==> config.mk <==
export PLATFORM = sky130hd
export DESIGN_NAME = keypad_debouncer_flat
export DESIGN_NICKNAME = d
export VERILOG_FILES = /design/src/rtl/keypad_debouncer_pkg.sv /design/src/rtl/keypad_debouncer_if.sv /design/src/rtl/keypad_debouncer_sync2.sv /design/src/rtl/keypad_debouncer.sv /design/src/flat_wrapper.sv
export SDC_FILE = /design/constraint.sdc
export NUM_CORES = 1
export LEC_CHECK = 0
export CAP_MARGIN = 20
export CORE_ASPECT_RATIO = 2
export CORE_MARGIN = 2
export CORE_UTILIZATION = 25
export CTS_CLUSTER_SIZE = 8
export DETAILED_ROUTE_END_ITERATION = 8
export PLACE_DENSITY = 0.44
export SYNTH_ARGS = -nofsm -noshare
export SYNTH_HDL_FRONTEND = slang
export SYNTH_SLANG_ARGS = --single-unit
==> constraint.sdc <==
create_clock -name clk -period 5.8 [get_ports clk]
set_input_delay 1.16 -clock clk [delete_from_list [all_inputs] [get_ports clk]]
set_output_delay 1.16 -clock clk [all_outputs]
set_load 0.02 [all_outputs]
==> src/rtl/keypad_debouncer_pkg.sv <==
`default_nettype none
// +--------------------------------------------------------------------------+
// | Module   : keypad_debouncer_pkg                                          |
// | Purpose  : Shared input_control constants: key count, key-code width,    |
// |            default debounce depth and the debouncer FSM state encoding.  |
// | Ports    : none (package)                                                |
// | Revision : 1.0 - initial release                                         |
// +--------------------------------------------------------------------------+
package keypad_debouncer_pkg;

  localparam int c_n_keys          = 10;
  localparam int c_key_code_w      = 4;
  localparam int c_debounce_cycles = 4;

  typedef logic [1:0] state_t;

  localparam state_t c_st_idle    = 2'd0;
  localparam state_t c_st_arm     = 2'd1;
  localparam state_t c_st_held    = 2'd2;
  localparam state_t c_st_release = 2'd3;

endpackage : keypad_debouncer_pkg
`default_nettype wire

==> src/rtl/keypad_debouncer_if.sv <==
`default_nettype none
// +--------------------------------------------------------------------------+
// | Module   : keypad_debouncer_if                                           |
// | Purpose  : Bundles the raw key lines and the debounced key outputs.      |
// | Ports    : raw_keys  - asynchronous switch lines, active-high            |
// |            keypad    - debounced one-hot key level                       |
// |            key_valid - one-cycle accept pulse                            |
// |            key_code  - binary index of accepted key                      |
// |            multi_err - one-cycle multi-key pulse                         |
// |            modport master : the debouncer (drives the key outputs)       |
// |            modport slave  : the environment (drives raw_keys)            |
// | Revision : 1.0 - initial release                                         |
// +--------------------------------------------------------------------------+
interface keypad_debouncer_if
  import keypad_debouncer_pkg::*;
#(
  parameter int N_KEYS     = c_n_keys,
  parameter int KEY_CODE_W = c_key_code_w
);

  logic [N_KEYS-1:0]     raw_keys;
  logic [N_KEYS-1:0]     keypad;
  logic                  key_valid;
  logic [KEY_CODE_W-1:0] key_code;
  logic                  multi_err;

  modport master (
    input  raw_keys,
    output keypad,
    output key_valid,
    output key_code,
    output multi_err
  );

  modport slave (
    output raw_keys,
    input  keypad,
    input  key_valid,
    input  key_code,
    input  multi_err
  );

endinterface : keypad_debouncer_if
`default_nettype wire

==> src/rtl/keypad_debouncer_sync2.sv <==
`default_nettype none
// +--------------------------------------------------------------------------+
// | Module   : keypad_debouncer_sync2                                        |
// | Purpose  : Parameterised two-flop synchroniser with asynchronous         |
// |            active-low clear; reusable for any input_control line.        |
// | Ports    : clk     - system clock                                        |
// |            clear_n - asynchronous active-low clear                       |
// |            d       - asynchronous input bus (WIDTH bits)                 |
// |            q       - synchronised output bus (WIDTH bits)                |
// | Revision : 1.0 - initial release                                         |
// +--------------------------------------------------------------------------+
module keypad_debouncer_sync2 #(
  parameter int WIDTH = 1
) (
  input  wire logic             clk,
  input  wire logic             clear_n,
  input  wire logic [WIDTH-1:0] d,
  output logic      [WIDTH-1:0] q
);

  logic [WIDTH-1:0] r_meta;
  logic [WIDTH-1:0] r_sync;

  always_ff @(posedge clk or negedge clear_n) begin
    if (!clear_n) begin
      r_meta <= '0;
      r_sync <= '0;
    end else begin
      r_meta <= d;
      r_sync <= r_meta;
    end
  end

  assign q = r_sync;

endmodule : keypad_debouncer_sync2
`default_nettype wire

==> src/rtl/keypad_debouncer.sv <==
`default_nettype none
// +--------------------------------------------------------------------------+
// | Module   : keypad_debouncer                                              |
// | Purpose  : Synchronises and debounces the raw keypad lines, rejects      |
// |            multi-key presses and delivers a clean one-hot key level,     |
// |            an accept pulse and a binary key code to counter_nr.          |
// | Ports    : clk     - system clock, rising edge                           |
// |            clear_n - asynchronous active-low reset                       |
// |            bus     - keypad_debouncer_if.master (raw_keys in; keypad,    |
// |                      key_valid, key_code, multi_err out)                 |
// | Options  : KEYPAD_REPEAT_EN - auto-repeat every REPEAT_CYCLES while held |
// | Revision : 1.0 - initial release                                         |
// +--------------------------------------------------------------------------+
module keypad_debouncer
  import keypad_debouncer_pkg::*;
#(
  parameter int N_KEYS          = c_n_keys,
  parameter int DEBOUNCE_CYCLES = c_debounce_cycles,
  parameter int REPEAT_CYCLES   = 50
) (
  input wire logic            clk,
  input wire logic            clear_n,
  keypad_debouncer_if.master  bus
);

  localparam int c_cnt_max = (DEBOUNCE_CYCLES > REPEAT_CYCLES) ? DEBOUNCE_CYCLES : REPEAT_CYCLES;
  localparam int c_cnt_w   = $clog2(c_cnt_max) + 1;

  localparam logic [c_cnt_w-1:0] c_deb_last = c_cnt_w'(DEBOUNCE_CYCLES - 1);
`ifdef KEYPAD_REPEAT_EN
  localparam logic [c_cnt_w-1:0] c_rpt_last = c_cnt_w'(REPEAT_CYCLES - 1);
`endif

  // Registered state
  state_t                  r_state;
  logic [N_KEYS-1:0]       r_cand;
  logic [c_cnt_w-1:0]      r_cnt;
  logic [N_KEYS-1:0]       r_keypad;
  logic                    r_key_valid;
  logic [c_key_code_w-1:0] r_key_code;
  logic                    r_multi_err;
  logic                    r_multi_seen;

  // Next-state values
  state_t                  w_state_nxt;
  logic [N_KEYS-1:0]       w_cand_nxt;
  logic [c_cnt_w-1:0]      w_cnt_nxt;
  logic [N_KEYS-1:0]       w_keypad_nxt;
  logic                    w_key_valid_nxt;
  logic [c_key_code_w-1:0] w_key_code_nxt;
  logic                    w_multi_err_nxt;
  logic                    w_multi_seen_nxt;

  // Decoded synchronised inputs
  logic [N_KEYS-1:0]       w_sync;
  logic                    w_none;
  logic                    w_onehot;
  logic                    w_multi;
  logic                    w_match;
  logic [c_cnt_w-1:0]      w_cnt_inc;
  logic [c_key_code_w-1:0] w_cand_code;

  keypad_debouncer_sync2 #(
    .WIDTH (N_KEYS)
  ) u_sync2 (
    .clk     (clk),
    .clear_n (clear_n),
    .d       (bus.raw_keys),
    .q       (w_sync)
  );

  // Clearing the lowest set bit leaves zero only when a single bit was set.
  assign w_none    = (w_sync == '0);
  assign w_onehot  = !w_none && ((w_sync & (w_sync - N_KEYS'(1))) == '0);
  assign w_multi   = !w_none && !w_onehot;
  assign w_match   = (w_sync == r_cand);
  // Saturating increment: the counter parks at all-ones rather than wrapping.
  assign w_cnt_inc = (&r_cnt) ? r_cnt : r_cnt + c_cnt_w'(1);

  // Priority-free encode: r_cand is one-hot whenever it is used, so OR-ing
  // the indices of set bits gives the key index directly.
  always_comb begin
    w_cand_code = '0;
    for (int i = 0; i < N_KEYS; i++) begin
      if (r_cand[i]) begin
        w_cand_code = w_cand_code | c_key_code_w'(i);
      end
    end
  end

  // State register
  always_ff @(posedge clk or negedge clear_n) begin
    if (!clear_n) begin
      r_state      <= c_st_idle;
      r_cand       <= '0;
      r_cnt        <= '0;
      r_keypad     <= '0;
      r_key_valid  <= 1'b0;
      r_key_code   <= '0;
      r_multi_err  <= 1'b0;
      r_multi_seen <= 1'b0;
    end else begin
      r_state      <= w_state_nxt;
      r_cand       <= w_cand_nxt;
      r_cnt        <= w_cnt_nxt;
      r_keypad     <= w_keypad_nxt;
      r_key_valid  <= w_key_valid_nxt;
      r_key_code   <= w_key_code_nxt;
      r_multi_err  <= w_multi_err_nxt;
      r_multi_seen <= w_multi_seen_nxt;
    end
  end

  // Next-state logic
  always_comb begin
    w_state_nxt      = r_state;
    w_cand_nxt       = r_cand;
    w_cnt_nxt        = r_cnt;
    w_keypad_nxt     = r_keypad;
    w_key_valid_nxt  = 1'b0;
    w_key_code_nxt   = r_key_code;
    w_multi_err_nxt  = 1'b0;
    w_multi_seen_nxt = 1'b0;

    case (r_state)
      c_st_idle: begin
        // Remember a multi-key pattern so the error fires only on its first cycle.
        w_multi_seen_nxt = w_multi;
        if (w_onehot) begin
          w_state_nxt = c_st_arm;
          w_cand_nxt  = w_sync;
          w_cnt_nxt   = '0;
        end else if (w_multi && !r_multi_seen) begin
          w_multi_err_nxt = 1'b1;
        end
      end

      c_st_arm: begin
        if (w_match) begin
          if (r_cnt == c_deb_last) begin
            w_state_nxt     = c_st_held;
            w_keypad_nxt    = r_cand;
            w_key_code_nxt  = w_cand_code;
            w_key_valid_nxt = 1'b1;
            // Counter is reused as the repeat timer while held.
            w_cnt_nxt       = '0;
          end else begin
            w_cnt_nxt = w_cnt_inc;
          end
        end else if (w_onehot) begin
          w_cand_nxt = w_sync;
          w_cnt_nxt  = '0;
        end else begin
          w_state_nxt = c_st_idle;
          w_cnt_nxt   = '0;
        end
      end

      c_st_held: begin
        if (!w_match) begin
          // Release or an added key: drop the level and wait for a clean release.
          w_state_nxt  = c_st_release;
          w_keypad_nxt = '0;
          w_cnt_nxt    = '0;
        end
`ifdef KEYPAD_REPEAT_EN
        else if (r_cnt == c_rpt_last) begin
          // One-cycle gap in keypad gives the downstream counter a fresh edge.
          w_cnt_nxt       = '0;
          w_key_valid_nxt = 1'b1;
          w_keypad_nxt    = '0;
        end else begin
          w_cnt_nxt    = w_cnt_inc;
          w_keypad_nxt = r_cand;
        end
`endif
      end

      c_st_release: begin
        if (w_none) begin
          if (r_cnt == c_deb_last) begin
            w_state_nxt = c_st_idle;
            w_cnt_nxt   = '0;
          end else begin
            w_cnt_nxt = w_cnt_inc;
          end
        end else begin
          w_cnt_nxt = '0;
        end
      end

      default: begin
        w_state_nxt  = c_st_idle;
        w_cnt_nxt    = '0;
        w_keypad_nxt = '0;
      end
    endcase
  end

  // Output logic
  always_comb begin
    bus.keypad    = r_keypad;
    bus.key_valid = r_key_valid;
    bus.key_code  = r_key_code;
    bus.multi_err = r_multi_err;
  end

endmodule : keypad_debouncer
`default_nettype wire
==> src/flat_wrapper.sv <==
// flat-port wrapper written by rule: the top's interface ports become plain ports
module keypad_debouncer_flat import keypad_debouncer_pkg::*;
#(
  parameter int N_KEYS          = c_n_keys,
  parameter int DEBOUNCE_CYCLES = c_debounce_cycles,
  parameter int REPEAT_CYCLES   = 50
)
  (clk, clear_n, bus_raw_keys, bus_keypad, bus_key_valid, bus_key_code, bus_multi_err);
  keypad_debouncer_if #(.N_KEYS(N_KEYS)) bus_i ();
  input wire logic clk;
  input wire logic clear_n;
  input wire logic [$bits(bus_i.raw_keys)-1:0] bus_raw_keys;
  output wire logic [$bits(bus_i.keypad)-1:0] bus_keypad;
  output wire logic [$bits(bus_i.key_valid)-1:0] bus_key_valid;
  output wire logic [$bits(bus_i.key_code)-1:0] bus_key_code;
  output wire logic [$bits(bus_i.multi_err)-1:0] bus_multi_err;
  assign bus_i.raw_keys = bus_raw_keys;
  assign bus_keypad = bus_i.keypad;
  assign bus_key_valid = bus_i.key_valid;
  assign bus_key_code = bus_i.key_code;
  assign bus_multi_err = bus_i.multi_err;
  keypad_debouncer #(.N_KEYS(N_KEYS), .DEBOUNCE_CYCLES(DEBOUNCE_CYCLES), .REPEAT_CYCLES(REPEAT_CYCLES)) u_core (.clk(clk), .clear_n(clear_n), .bus(bus_i));
endmodule
### After elaboration in Yosys (flattened, before gate mapping)

Cells that the tools add are included.

* bits in registers: 56
* input bits: 12
* output and inout port bits: 16
* logic and storage cells: 82

* add/sub/neg operators: 2
* eq/ne operators: 14
* mux-type cells: 38
* bitwise logic cells: 1
* reduce and logical (&&, ||, !) cells: 17

Operators with widths (count)
* two-way mux 10 bit: 5
* two-way mux 7 bit: 6
* one-hot mux 10 bit (2 select lines): 2
* one-hot mux 7 bit (4 select lines): 1
* zero test 10 bit: 2
* two-way mux 2 bit: 9
* two-way mux 3 bit: 4
* bitwise AND 10 bit: 1
* equality test 10 bit: 1
* != test 2 x 1 -> 1 bit, second input constant: 5
* subtractor 10 x 1 -> 10 bit, second input constant: 1
* two-way mux 1 bit: 8
* two-way mux 4 bit: 2
* one-hot mux 2 bit (4 select lines): 1
* adder 7 x 1 -> 7 bit, second input constant: 1
* equality test 7 x 2 -> 1 bit, second input constant: 1
* AND reduction 7 bit: 1
* != test 3 bit, second input constant: 2
* AND reduction 6 bit: 1
* equality test 2 bit, second input constant: 2
* != test 2 bit, second input constant: 2
* AND reduction 2 bit: 2
* AND reduction 4 bit: 1
* nonzero test 2 bit: 2
* 5 further kinds: 9

### Depth between registers and ports, before layout

Gate-level depths: netlist (run 1).

* depth in word-level cells: 10
* gate-level depth with buffers: 9
* mapped depth without buffers: 6

### Cells and area by module

From an unflattened synthesis (run 1), not the netlist that was laid out.

* cells, all modules: 175
* area, all modules: 2358.5 um^2

By module, submodules not included
* keypad_debouncer: times used 1, cells each 155, area an instance 1858.0 um^2
* keypad_debouncer_sync2: times used 1, cells each 20, area an instance 500.5 um^2

### Worst setup path after synthesis (run 1)

OpenSTA, ideal clock, no wires.

* path type: flip-flop to flip-flop
* from: register u_core.u_sync2.r_sync[3] (netlist: u_core.u_sync2.q[3])
* to: register u_core.r_cand[7]
* library setup time: 0.125 ns
* arrival time: 2.493 ns
* data required time: 5.675 ns
* path slack: 3.182 ns
* stages on the path, launching flop included: 7
* buffers on the path: 0
* clock period less this slack: 2.618 ns
* path through: dfrtp_1 -> or4_1 -> or3_1 -> a2111oi_2 -> a2bb2oi_2 -> o211ai_4 -> mux2_4

* cells in the longest elaborated chain, start to end: 7
* elaborated cells between the ends (all ways): 12
* those cells by class: 1 x add/sub; 2 x eq/ne; 3 x mux; 1 x bitwise; 5 x reduce/logical

Ends and longest elaborated chain
* start: declaration: line keypad_debouncer_sync2.sv:22 `logic [WIDTH-1:0] r_sync;`
* start signal: assignment: line keypad_debouncer_sync2.sv:30 `r_sync <= r_meta;`
* subtractor 10 x 1 -> 10 bit: line keypad_debouncer.sv:74 `assign w_onehot = !w_none && ((w_sync & (w_sync - N_KEYS'(1))) == '0);`
* bitwise AND 10 bit: line keypad_debouncer.sv:74
* zero test 10 bit: line keypad_debouncer.sv:74
* logical AND 1 bit: line keypad_debouncer.sv:74
* two-way mux 10 bit (2 in a row)
* one-hot mux 10 bit (2 select lines)
* end signal: assignment: line keypad_debouncer.sv:104 `r_cand <= w_cand_nxt;`
* end: declaration: line keypad_debouncer.sv:36 `logic [N_KEYS-1:0] r_cand;`

Parallel ways exist; a longest one is shown, timed or not. The select of a mux whose other input is x is not followed.
A chain may end at the register's enable or synchronous reset.

### Worst setup path after layout (run 1)

* from: register u_core.u_sync2.r_sync[3] (netlist: u_core.u_sync2.q[3])
* to: register u_core.r_cand[2]

Same word-level chain as after synthesis.

==> out/results.tsv, run 1 <==
stage	metric	value	unit
run	maxcap violations	0	
place	DP Area	0.00270	mm²
synth	adder-cell share of the synthesized area	0.972	%
route	drt initial violations	90	
power	sw power	0.222	mW
timing	Tmin final	2.94	ns
place	GP Congestion	0.743	
final_layout	Multi-input gate area	883	µm²
route	drt drc	0	
timing	unrepaired setup endpoints after global routing	no	
timing	Worst-Margin Slew	0.863	ns
critical_path	Worst Setup Start Kind	flop	
route	routed wire length	4650	µm
final_layout	Layout Nets	230	
floorplan	Die X	72.1	µm
global_route	largest net degree at the start of global routing	57	
clock_network	clock slew at reported path FFs	0.07	ns
power	peak supply drop	0.000148	V
timing	fmax	0.340	GHz
critical_path	slowest CP cell	or4_1	
final_layout	register area	0.00140	mm²
power	Flop pwr share	53.4	%
clock_network	clock root buffer	clkbuf_16	
timing	Final setup viols	0	
synth	post-synthesis sequential area ratio	60.5	%
floorplan	Initial Utilization	25.7	%
synth	Yosys reg bits	56	
critical_path	Worst Path Required	5.98	ns
synth	simple-gate share of the synthesized area	12.1	%
clock_network	hold_buf cts	0	
critical_path	critical path fanouts, max	10	
global_route	vias in the first global route	1507	
final_layout	fraction of layout cells with a size suffix above 1	11.0	%
synth	syn_nets	200	
global_route	grt ovf	0	
clock_network	CTS sink count	56	
critical_path	slowest cell delay on critical path	0.55	ns
clock_network	CTS tree	done	
critical_path	CP endpoint kind	flop	
final_layout	Non-Filler Instances	320	
timing	Final TNS setup	0	ns
timing	clock skew after layout	0.00890	ns
synth	post-synthesis mux area share	6.48	%
global_route	gr usage total	10.2	%
route	via count	1524	
final_layout	area grow syn2layout	23.3	%
critical_path	crit path DAT	3.11	ns
global_route	global-route wire length before repair	7770	µm
hold_path	worst hold path type	flop to flop	
synth	FFs w/ async S/R, synth	100	%
clock_network	Resize count post-CTS	0	
timing	part of the cycle the worst path needs	50.7	%
route	Vias per Instance	4.76	
power	P_int	0.633	mW
timing	worst hold slack	0.349	ns
clock_network	clock buffer depth	2	
floorplan	Die ar.	0.0101	mm²
place	Post-Place Cells	311	
floorplan	Placement Rows	49	
final_layout	filler instances	893	
route	Routed Antenna Nets	0	
global_route	antenna violations before repair	0	
final_layout	Antenna Cells	0	
route	DR pass1 iterations	4	
synth	mapped cell area	0.00232	mm²
power	pwr/cell area	299	mW/mm²
power	P_leak	1.23	nW
critical_path	Setup Crit Path Kind	flop to flop	
critical_path	worst-path cell chain	or4_1 -> or3_1 -> a2111oi_2 -> a2bb2oi_2 -> o211ai_4 -> mux2_4	
power	Logic pwr share	11.8	%
synth	Post-synth EDFFs	0	
synth	cell count after synthesis	187	
clock_network	# Post-CTS Setup Buffers	0	
clock_network	insertion delay to the later sink of the worst-skew pair	0.29	ns
floorplan	Die Y	140	µm
synth	Avg Synthesized Cell Area	12.4	µm²
route	WL/cell	14.5	µm
synth	Synth cell types	36	
power	Sw Share	25.9	%
clock_network	TritonCTS Buffers	5	
synth	main flop type after synthesis	dfrtp_1	
timing	hold violation count in the final report	0	
synth	XOR/XNOR share of the synthesized area	3.78	%
synth	post-synthesis compound-gate area fraction	14.6	%
place	HPWL Detailed	3320	µm
outcome	status	finished clean	
timing	Slew HR	42.2	%
floorplan	io pins	28	
final_layout	post-route cell area	0.00286	mm²
place	PortBufs	27	
timing	Slew Viols, Final	0	
clock_network	H-Tree Depth	2	
synth	Yosys Warn Count	0	
floorplan	area of the core	0.00901	mm²
synth	largest family of logic cells by synthesized area	compound AO/OA/AOI/OAI gates	
power	Clk pwr share	34.9	%
==> synthesized netlist by cell type, types with 2 or more instances <==
| cell | count | area [µm²] |
|---|---|---|
| clkbuf_1 | 6 | 22.5 |
| mux2_4 | 10 | 150 |
| nand4b_1 | 2 | 17.5 |
| xor2_1 | 10 | 87.6 |
| a22o_1 | 10 | 87.6 |
| o21ai_0 | 3 | 15.0 |
| o21ai_1 | 2 | 10.0 |
| nor2_1 | 16 | 60.1 |
| nor4_1 | 6 | 37.5 |
| nand3_1 | 6 | 30.0 |
| and3_1 | 2 | 12.5 |
| dfrtp_1 | 56 | 1400 |
| inv_1 | 4 | 15.0 |
| or4_1 | 2 | 15.0 |
| a31oi_1 | 7 | 43.8 |
| and4b_1 | 2 | 20.0 |
| a21oi_1 | 9 | 45.0 |
| nand2_1 | 11 | 41.3 |
| nand4_1 | 2 | 12.5 |
| nor3_1 | 3 | 15.0 |
| o211ai_1 | 3 | 22.5 |
==> final timing paths <==
path / from / to / slack (ns) / cells after the start
setup / recovery: u_core.u_sync2.q[3]$_DFF_PN0_ / u_core.r_cand[2]$_DFFE_PN0P_ / 2.86 / 6
max in group asynchronous: clear_n / async pin / 4.34 / 2
hold / removal: u_core.u_sync2.r_meta[2]$_DFF_PN0_ / u_core.u_sync2.q[2]$_DFF_PN0_ / 0.35 / 0
min in group asynchronous: clear_n / u_core.r_cand[6]$_DFFE_PN0P_ / 0.99 / 2
setup reg to reg: u_core.u_sync2.q[3]$_DFF_PN0_ / u_core.r_cand[2]$_DFFE_PN0P_ / 2.86 / 6
hold reg to reg: u_core.u_sync2.r_meta[2]$_DFF_PN0_ / u_core.u_sync2.q[2]$_DFF_PN0_ / 0.35 / 0
==> per-layer routing <==
metal	share of wire (%)	vias to the layer above	GRT usage [%]
li1	-	754	-
met5	0	-	0
met4	2.9	0	5.66
met3	3.2	7	2.16
met2	54	34	17.2
met1	40	729	11.6
==> layout by cell type (no fill, tap or decap), drive strengths merged, types with 3 or more instances in the layout <==
master         netlist  final
a21oi                9      9
a22o                10     10
a31oi                7      7
buf                  0      3
clkbuf               6      6
clkdlybuf4s50        0     26
dfrtp               56     56
inv                  4      4
mux2                10     10
nand2               11     11
nand3                6      6
nor2                16     16
nor3                 3      3
nor4                 6      6
o211ai               4      4
o21ai                5      5
xor2                10     10
==> area by class of cell <==
| cell class | instances | area share, % |
|---|---|---|
| multi-input cells | 121 | 30.9 |
| repair buffers | 29 | 9.94 |
| clock inverters | 2 | 0.569 |
| inverters | 4 | 0.526 |
| clock buffers | 6 | 4.51 |
| flip-flops and latches | 56 | 49.1 |
| well taps | 102 | 4.47 |
==> critical path, delay by kind of cell (launching register included) <==
kind / cells / cell delay, ns
flops: 1 / 0.44
simple gates: 2 / 0.92
compound gates: 3 / 1.10
mux: 1 / 0.36
==> stage by stage <==
step / setup WS [ns] / total power [mW] / util (%)
final: 2.86 / 0.854 / 31.7
after global routing: 2.71 / 0.899 / 31.7
after CTS: 2.42 / 0.869 / 31.6
after detailed placement: 2.44 / 0.566 / 30.0
after global placement: 2.51 / 0.566 / 30.0
after floorplan: 3.18 / 0.521 / -
==> power groups by stage <==
stage / combinational [mW] / sequential (mW) / clock, mW
finish: 0.101 / 0.456 / 0.298
global placement: 0.103 / 0.464 / 0
global route: 0.113 / 0.461 / 0.325
detailed placement: 0.102 / 0.464 / 0
CTS: 0.103 / 0.456 / 0.310
floorplan: 0.0700 / 0.451 / 0
==> registers in the layout, summed over array words and instances, names as in the netlist, named ones only <==
signal,count
u_core.u_sync2.q,10
u_core.bus.multi_err,1
u_core.r_cand,10
u_core.bus.key_valid,1
u_core.r_cnt,7
u_core.r_multi_seen,1
u_core.u_sync2.r_meta,10
u_core.r_state,1
u_core.bus.keypad,10
u_core.bus.key_code,4
==> kinds of logic after synthesis <==
group                      count (synthesis)
AOI/OAI and AO/OA                         44
DFF                                       56
adders and majority gates                  2
and+or+nand+nor                           55
xor gates and xnor gates                  10
buffers and inverters                     10
muxes                                     10
Power figures use the tool's default switching activity.
==> inputs of run 2 (changes only) <==
--- a/config.mk
+++ b/config.mk
@@ -11,7 +11,7 @@
 export CORE_UTILIZATION = 25
 export CTS_CLUSTER_SIZE = 8
 export DETAILED_ROUTE_END_ITERATION = 8
-export PLACE_DENSITY = 0.44
+export PLACE_DENSITY = 0.46
 export SYNTH_ARGS = -nofsm -noshare
 export SYNTH_HDL_FRONTEND = slang
 export SYNTH_SLANG_ARGS = --single-unit
==> constraint.sdc (replaced) <==
create_clock -name clk -period 2.5 [get_ports clk]
set_input_delay 0.5 -clock clk [delete_from_list [all_inputs] [get_ports clk]]
set_output_delay 0.5 -clock clk [all_outputs]
set_load 0.02 [all_outputs]
==> run 2 against run 1 <==
  * The run now ends with setup timing left
  * Via count increased by 9.0%
  * Wire length increased by 4.9%
  * Sequential share of layout area decreased by 3.8 points
  * Largest cell class unchanged
  * Largest power group unchanged
==> out/results.tsv, run 2 (synthesis results as in run 1) <==
stage	metric	value	unit	change
outcome	violated checks	setup timing		
global_route	gr usage total	10.7	%	+0.48 points
place	GP Congestion	0.774		+4.3%
place	DP Area	0.00290	mm²	+7.4%
floorplan	io pins	28		unchanged
route	DR pass1 iterations	4		unchanged
critical_path	critical path fanouts, max	10		unchanged
route	WL/cell	14.3	µm	-1.2%
power	peak supply drop	0.000311	V	+110%
clock_network	insertion delay to the later sink of the worst-skew pair	0.29	ns	about the same
critical_path	CP endpoint kind	flop		
critical_path	Worst Path Required	2.68	ns	-3.30 ns
timing	Slew Viols, Final	0		unchanged
final_layout	Antenna Cells	0		unchanged
run	maxcap violations	0		unchanged
final_layout	Non-Filler Instances	340		+6.3%
critical_path	crit path DAT	2.72	ns	-0.39 ns
final_layout	most common cell after layout, fill and taps aside	dfrtp_1		
global_route	GRT Max-Usage Layer	met2		
critical_path	Worst Setup Start Kind	flop		
timing	clock skew after layout	0.00481	ns	-0.00410 ns
critical_path	Setup Crit Path Kind	flop to flop		
timing	Tmin final	2.54	ns	-0.403 ns
outcome	status	finished with violations		
floorplan	Die X	72.1	µm	unchanged
global_route	GR Util met1	11.3	%	-0.34 points
route	drt drc	0		unchanged
clock_network	CTS tree	done		
power	P_leak	1.35	nW	+10%
floorplan	Placement Rows	49		unchanged
global_route	antenna violations before repair	0		unchanged
floorplan	Die Y	140	µm	unchanged
timing	unrepaired setup endpoints after global routing	yes		
clock_network	TritonCTS Buffers	5		unchanged
final_layout	Layout Nets	250		+8.7%
final_layout	post-route cell area	0.00309	mm²	+8.3%
place	Post-Place Cells	331		+6.4%
timing	part of the cycle the worst path needs	101	%	+51 points
power	pwr/cell area	674	mW/mm²	+130%
route	Vias per Instance	4.89		+2.6%
timing	hold violation count in the final report	0		unchanged
final_layout	most frequent cells in the layout	56 x dfrtp_1, 26 x clkdlybuf4s50_1, 17 x buf_4		
clock_network	hold_buf cts	0		unchanged
floorplan	Initial Utilization	25.7	%	unchanged
global_route	grt ovf	0		unchanged
global_route	met3 GRT Util	2.23	%	+0.072 points
global_route	met2 usage	19.0	%	+1.8 points
floorplan	area of the core	0.00901	mm²	unchanged
route	drt initial violations	68		-24%
timing	final worst setup slack	-0.0352	ns	-2.90 ns
timing	Slew HR	31.5	%	-11 points
clock_network	H-Tree Depth	2		unchanged
hold_path	worst hold path type	input pin to async pin		
route	via count	1661		+9.0%
timing	Worst-Margin Slew	1.02	ns	+0.159 ns
global_route	largest net degree at the start of global routing	32		-44%
timing	Final setup viols	10		+10
clock_network	CTS sink count	56		unchanged
global_route	vias in the first global route	1716		+14%
place	PortBufs	27		unchanged
route	routed wire length	4880	µm	+4.9%
global_route	global-route wire length before repair	8220	µm	+5.8%
final_layout	area grow syn2layout	33.5	%	
power	post-route total power	2.08	mW	+140%
place	HPWL Detailed	3610	µm	+8.8%
clock_network	clock buffer depth	2		unchanged
clock_network	clock slew at reported path FFs	0.07	ns	about the same
floorplan	Die ar.	0.0101	mm²	unchanged
clock_network	clock root buffer	clkbuf_16		
route	Routed Antenna Nets	0		unchanged
timing	fmax	0.394	GHz	+16%
final_layout	fraction of layout cells with a size suffix above 1	21.4	%	+10 points
-- run 2: critical path, stage by stage (launching register included) --
cell and delay, ns:
dfrtp_1 0.38, or4_4 0.53, or3_4 0.36, a2111oi_4 0.31
a2bb2oi_2 0.27, o211ai_4 0.12, buf_12 0.17, mux2_4 0.29
-- run 2: what timing repair did --
item                                    CTS  global route
pin swaps                                 1             2
gates cloned                              0             0
resized for setup                         1             8
setup buffers                             1             0
endpoints found under the setup margin   15            28
-- run 2: path summary, 6_finish.rpt --
| check | depth (start not counted) | start | slack (ns) | endpoint |
|---|---|---|---|---|
| setup / recovery | 7 | u_core.u_sync2.q[3]$_DFF_PN0_ | -0.04 | u_core.r_cand[6]$_DFFE_PN0P_ |
| hold / removal | 1 | clear_n | 0.21 | u_core.bus.multi_err$_DFF_PN0_ |
| setup reg to reg | 7 | u_core.u_sync2.q[3]$_DFF_PN0_ | -0.04 | u_core.r_cand[6]$_DFFE_PN0P_ |
| hold reg to reg | 0 | u_core.u_sync2.r_meta[0]$_DFF_PN0_ | 0.35 | u_core.u_sync2.q[0]$_DFF_PN0_ |
| max in group asynchronous | 2 | clear_n | 1.71 | u_core.u_sync2.r_meta[7]$_DFF_PN0_ |
| min in group clk | 0 | u_core.u_sync2.r_meta[0]$_DFF_PN0_ | 0.35 | u_core.u_sync2.q[0]$_DFF_PN0_ |
-- run 2: routing by layer --
layer	vias up	share of wire [%]
met2	25	57
met3	6	2.5
met4	0	2.4
met5	-	0
met1	833	38
li1	797	-
-- run 2: area by class of cell --
type	count	area, µm²
multi-input cells	121	938
clock buffers	6	129
well taps	102	128
clock inverters	2	16.3
flip-flops and latches	56	1400
inverters	4	15.0
repair buffers	49	467
fillers	888	5920
-- run 2: per-stage QoR --
step	TNS (ns)	utilization (%)	worst slack, ns	hold slack [ns]
4_1_cts	-0.452	33.9	-0.0415	0.231
6_report	-0.303	34.3	-0.0352	0.213
3_5_place_dp	-0.338	32.2	-0.0381	0.335
5_1_grt	-3.10	34.3	-0.154	0.264
2_1_floorplan	-0.343	-	-0.0343	0.204
3_3_place_gp	-0.00952	32.2	-0.00174	0.332
-- run 2: report_power, final --
group / internal (mW) / total [mW] / switching (mW)
clock: 0.374 / 0.695 / 0.321
combinational: 0.194 / 0.351 / 0.157
sequential: 0.973 / 1.04 / 0.0661
==> inputs of run 3 (changes only) <==
--- a/config.mk
+++ b/config.mk
@@ -5,13 +5,14 @@
 export SDC_FILE = /design/constraint.sdc
 export NUM_CORES = 1
 export LEC_CHECK = 0
+export ABC_AREA = 1
 export CAP_MARGIN = 20
 export CORE_ASPECT_RATIO = 2
 export CORE_MARGIN = 2
 export CORE_UTILIZATION = 25
 export CTS_CLUSTER_SIZE = 8
 export DETAILED_ROUTE_END_ITERATION = 8
-export PLACE_DENSITY = 0.46
+export PLACE_DENSITY = 0.45
 export SYNTH_ARGS = -nofsm -noshare
 export SYNTH_HDL_FRONTEND = slang
 export SYNTH_SLANG_ARGS = --single-unit
==> run 3 against run 2 <==
  * The flow now finishes without violations
  * Register-to-register slack better by 0.48 ns
  * Hold slack better by 0.032 ns
  * Sequential share of layout area down 0.25 points
  * Power down 9.6%
  * Largest power group unchanged
  * Worst setup slack better by 0.48 ns
  * Non-clock buffer count down 21
  * Core utilization down 3.3 points
  * Critical endpoint is now u_core.bus.key_code[1]$_DFFE_PN0P_
  * Highest routed layer unchanged
  * Final cell count up 33%
  * Critical path type unchanged
==> out/results.tsv, run 3 <==
stage	metric	value	unit	change
critical_path	critical path fanouts, max	23		+13
timing	part of the cycle the worst path needs	82.0	%	-19 points
floorplan	Die ar.	0.0111	mm²	+9.6%
power	Logic pwr share	10.4	%	-6.4 points
timing	clock skew after layout	0.00906	ns	+0.00425 ns
clock_network	H-Tree Depth	2		unchanged
clock_network	clock root buffer	clkbuf_16		
synth	Synth cell types	32		-11%
global_route	gr usage total	11.7	%	+1.1 points
global_route	vias in the first global route	1983		+16%
global_route	global-route wire length before repair	9810	µm	+19%
critical_path	CP endpoint kind	flop		
timing	worst hold slack	0.244	ns	+0.0316 ns
synth	cell count after synthesis	287		+53%
critical_path	R2R cell count	12		+5
critical_path	crit path DAT	2.23	ns	-0.49 ns
power	P_int	1.39	mW	-9.6%
final_layout	Layout Nets	330		+32%
clock_network	CTS sink count	56		unchanged
floorplan	Die X	75.4	µm	+4.6%
floorplan	io pins	28		unchanged
route	via count	1952		+18%
timing	Final TNS setup	0	ns	+0.303 ns
synth	Synth top cells by count	67 x nand2_1, 56 x dfrtp_1, 38 x nand3_1		
power	P_leak	1.39	nW	+3.2%
synth	Yosys Warn Count	0		unchanged
synth	post-synthesis sequential area ratio	55.0	%	-5.5 points
final_layout	fraction of layout cells with a size suffix above 1	11.6	%	-9.8 points
place	GP Congestion	0.768		-0.81%
synth	synth top area cells	dfrtp_1 55%, nand2_1 9.9%, nand3_1 7.5%, inv_1 4.6%, o21ai_2 3.1%		
clock_network	CTS tree	done		
floorplan	Initial Utilization	25.4	%	-0.27 points
outcome	status	finished clean		
clock_network	clock buffer depth	2		unchanged
synth	Post-synth EDFFs	0		unchanged
critical_path	Worst Setup Start Kind	flop		
timing	final worst setup slack	0.450	ns	+0.485 ns
timing	unrepaired setup endpoints after global routing	no		
power	peak supply drop	0.000306	V	-1.4%
place	PortBufs	27		unchanged
final_layout	filler instances	1099		+24%
power	sw power	0.491	mW	-9.8%
route	drt initial violations	94		+38%
route	WL/cell	12.6	µm	-12%
synth	largest area contributor in the synthesized netlist	dfrtp_1		
place	HPWL Detailed	4370	µm	+21%
power	Flop pwr share	52.3	%	+2.5 points
floorplan	Placement Rows	52		+6.1%
timing	Slew Viols, Final	0		unchanged
final_layout	most common cell after layout, fill and taps aside	nand2_1		
route	DR pass1 iterations	4		unchanged
run	maxcap violations	0		unchanged
final_layout	most frequent cells in the layout	67 x nand2_1, 56 x dfrtp_1, 38 x nand3_1		
timing	Tmin final	2.05	ns	-0.485 ns
power	Clk pwr share	37.3	%	+4.0 points
synth	syn_nets	300		+50%
synth	main flop type after synthesis	dfrtp_1		
timing	Slew HR	52.4	%	+21 points
clock_network	hold_buf cts	0		unchanged
route	drt drc	0		unchanged
floorplan	area of the core	0.0100	mm²	+11%
floorplan	Die Y	147	µm	+4.7%
global_route	largest net degree at the start of global routing	30		-6.3%
route	Routed Antenna Nets	0		unchanged
clock_network	# Post-CTS Setup Buffers	0		-1
hold_path	worst hold path type	input pin to async pin		
clock_network	insertion delay to the later sink of the worst-skew pair	0.30	ns	about the same
power	Sw Share	26.0	%	-0.049 points
synth	Synth top area share	55.0	%	-5.5 points
synth	most common cell in the netlist	nand2_1		
clock_network	TritonCTS Buffers	5		unchanged
route	routed wire length	5690	µm	+17%
synth	Yosys reg bits	56		unchanged
route	Vias per Instance	4.31		-12%
critical_path	Setup Crit Path Kind	flop to flop		
timing	hold violation count in the final report	0		unchanged
timing	fmax	0.488	GHz	+24%
final_layout	Antenna Cells	0		unchanged
critical_path	Worst Path Required	2.68	ns	about the same
final_layout	area grow syn2layout	22.1	%	
timing	Worst-Margin Slew	0.713	ns	-0.309 ns
global_route	grt ovf	0		unchanged
power	pwr/cell area	605	mW/mm²	-10%
global_route	antenna violations before repair	0		unchanged
clock_network	clock slew at reported path FFs	0.08	ns	about the same
synth	FFs w/ async S/R, synth	100	%	unchanged
synth	Avg Synthesized Cell Area	8.88	µm²	-28%
timing	Final setup viols	0		-10
synth	mapped cell area	0.00255	mm²	+10%
place	pre-CTS setup slack	0.448	ns	+0.487 ns
clock_network	Resize count post-CTS	0		-1
[run 3: cell count changes after synthesis, sizes merged, moves of 4 or more]
| cell | before | now |
|---|---|---|
| a22o | 10 | 0 |
| a31oi | 7 | 0 |
| buf | 0 | 4 |
| clkbuf | 6 | 1 |
| inv | 4 | 38 |
| mux2 | 10 | 0 |
| nand2 | 11 | 69 |
| nand3 | 6 | 39 |
| nor2 | 16 | 22 |
| o21ai | 5 | 22 |
| xor2 | 10 | 1 |
[run 3: layout make-up]
cell class	count	area, µm²	area share (%)
Multi-Input combinational cell	188	968	31.1
Inverter	38	143	4.58
Timing Repair Buffer	28	285	9.17
Tap cell	135	169	5.43
Clock inverter	2	16.3	0.523
Clock buffer	6	129	4.14
Sequential cell	56	1400	45.0
[run 3: kinds of logic (layout without fill, tap and decap cells)]
kind of cell             count (synthesis)  in the layout  share of synthesized area (%)
XOR/XNOR                                 4              4                           1.37
flip-flops                              56             56                           55.0
buffers and inverters                   43             74                           7.02
adder cells (fa/ha/maj)                  1              1                          0.491
AO/OA/AOI/OAI                           36             36                           9.38
AND/OR/NAND/NOR                        146            146                           26.4
multiplexers                             1              1                          0.393
[run 3: power groups by stage]
stage	clock network [mW]	registers, mW	logic, mW
2_1_floorplan	0	0.998	0.113
3_3_place_gp	0	1.00	0.203
3_5_place_dp	0	1.00	0.203
4_1_cts	0.729	0.986	0.203
5_1_grt	0.758	0.993	0.227
6_report	0.702	0.986	0.195
[run 3: final timing paths]
path                       slack (ns)                               start                                 end
max in group asynchronous        1.65                             clear_n  u_core.u_sync2.r_meta[1]$_DFF_PN0_
min in group clk                 0.34  u_core.u_sync2.r_meta[1]$_DFF_PN0_       u_core.u_sync2.q[1]$_DFF_PN0_
setup / recovery                 0.45       u_core.u_sync2.q[1]$_DFF_PN0_  u_core.bus.key_code[1]$_DFFE_PN0P_
hold reg to reg                  0.34  u_core.u_sync2.r_meta[1]$_DFF_PN0_       u_core.u_sync2.q[1]$_DFF_PN0_
setup reg to reg                 0.45       u_core.u_sync2.q[1]$_DFF_PN0_  u_core.bus.key_code[1]$_DFFE_PN0P_
hold / removal                   0.24                             clear_n      u_core.bus.multi_err$_DFF_PN0_
[run 3: stage by stage]
step / instances / power [mW] / area [µm²] / util [%]
floorplan: 287 / 1.11 / 2550 / -
global placement: 445 / 1.21 / 2970 / 29.6
detailed placement: 445 / 1.21 / 2970 / 29.6
CTS: 453 / 1.92 / 3110 / 31.1
global route: 453 / 1.98 / 3110 / 31.1
finish: 453 / 1.88 / 3110 / 31.1
[run 3: routing by layer]
metal	track usage, %	part of all wire [%]
met1	12.4	37
met2	21.9	58
met3	1.85	2.7
met4	4.74	2.1
met5	0	0
[run 3: worst max-delay path, cell delays in order (launching register included)]
cell and delay (ns):
dfrtp_1 0.42, inv_2 0.07, nand2_1 0.06, nand2_1 0.05, nor2_1 0.11, nand2_1 0.08
nor2_2 0.15, nand2_2 0.12, nor3_4 0.18, nand2_2 0.30, inv_2 0.20, nand2_1 0.07
o21a_1 0.11
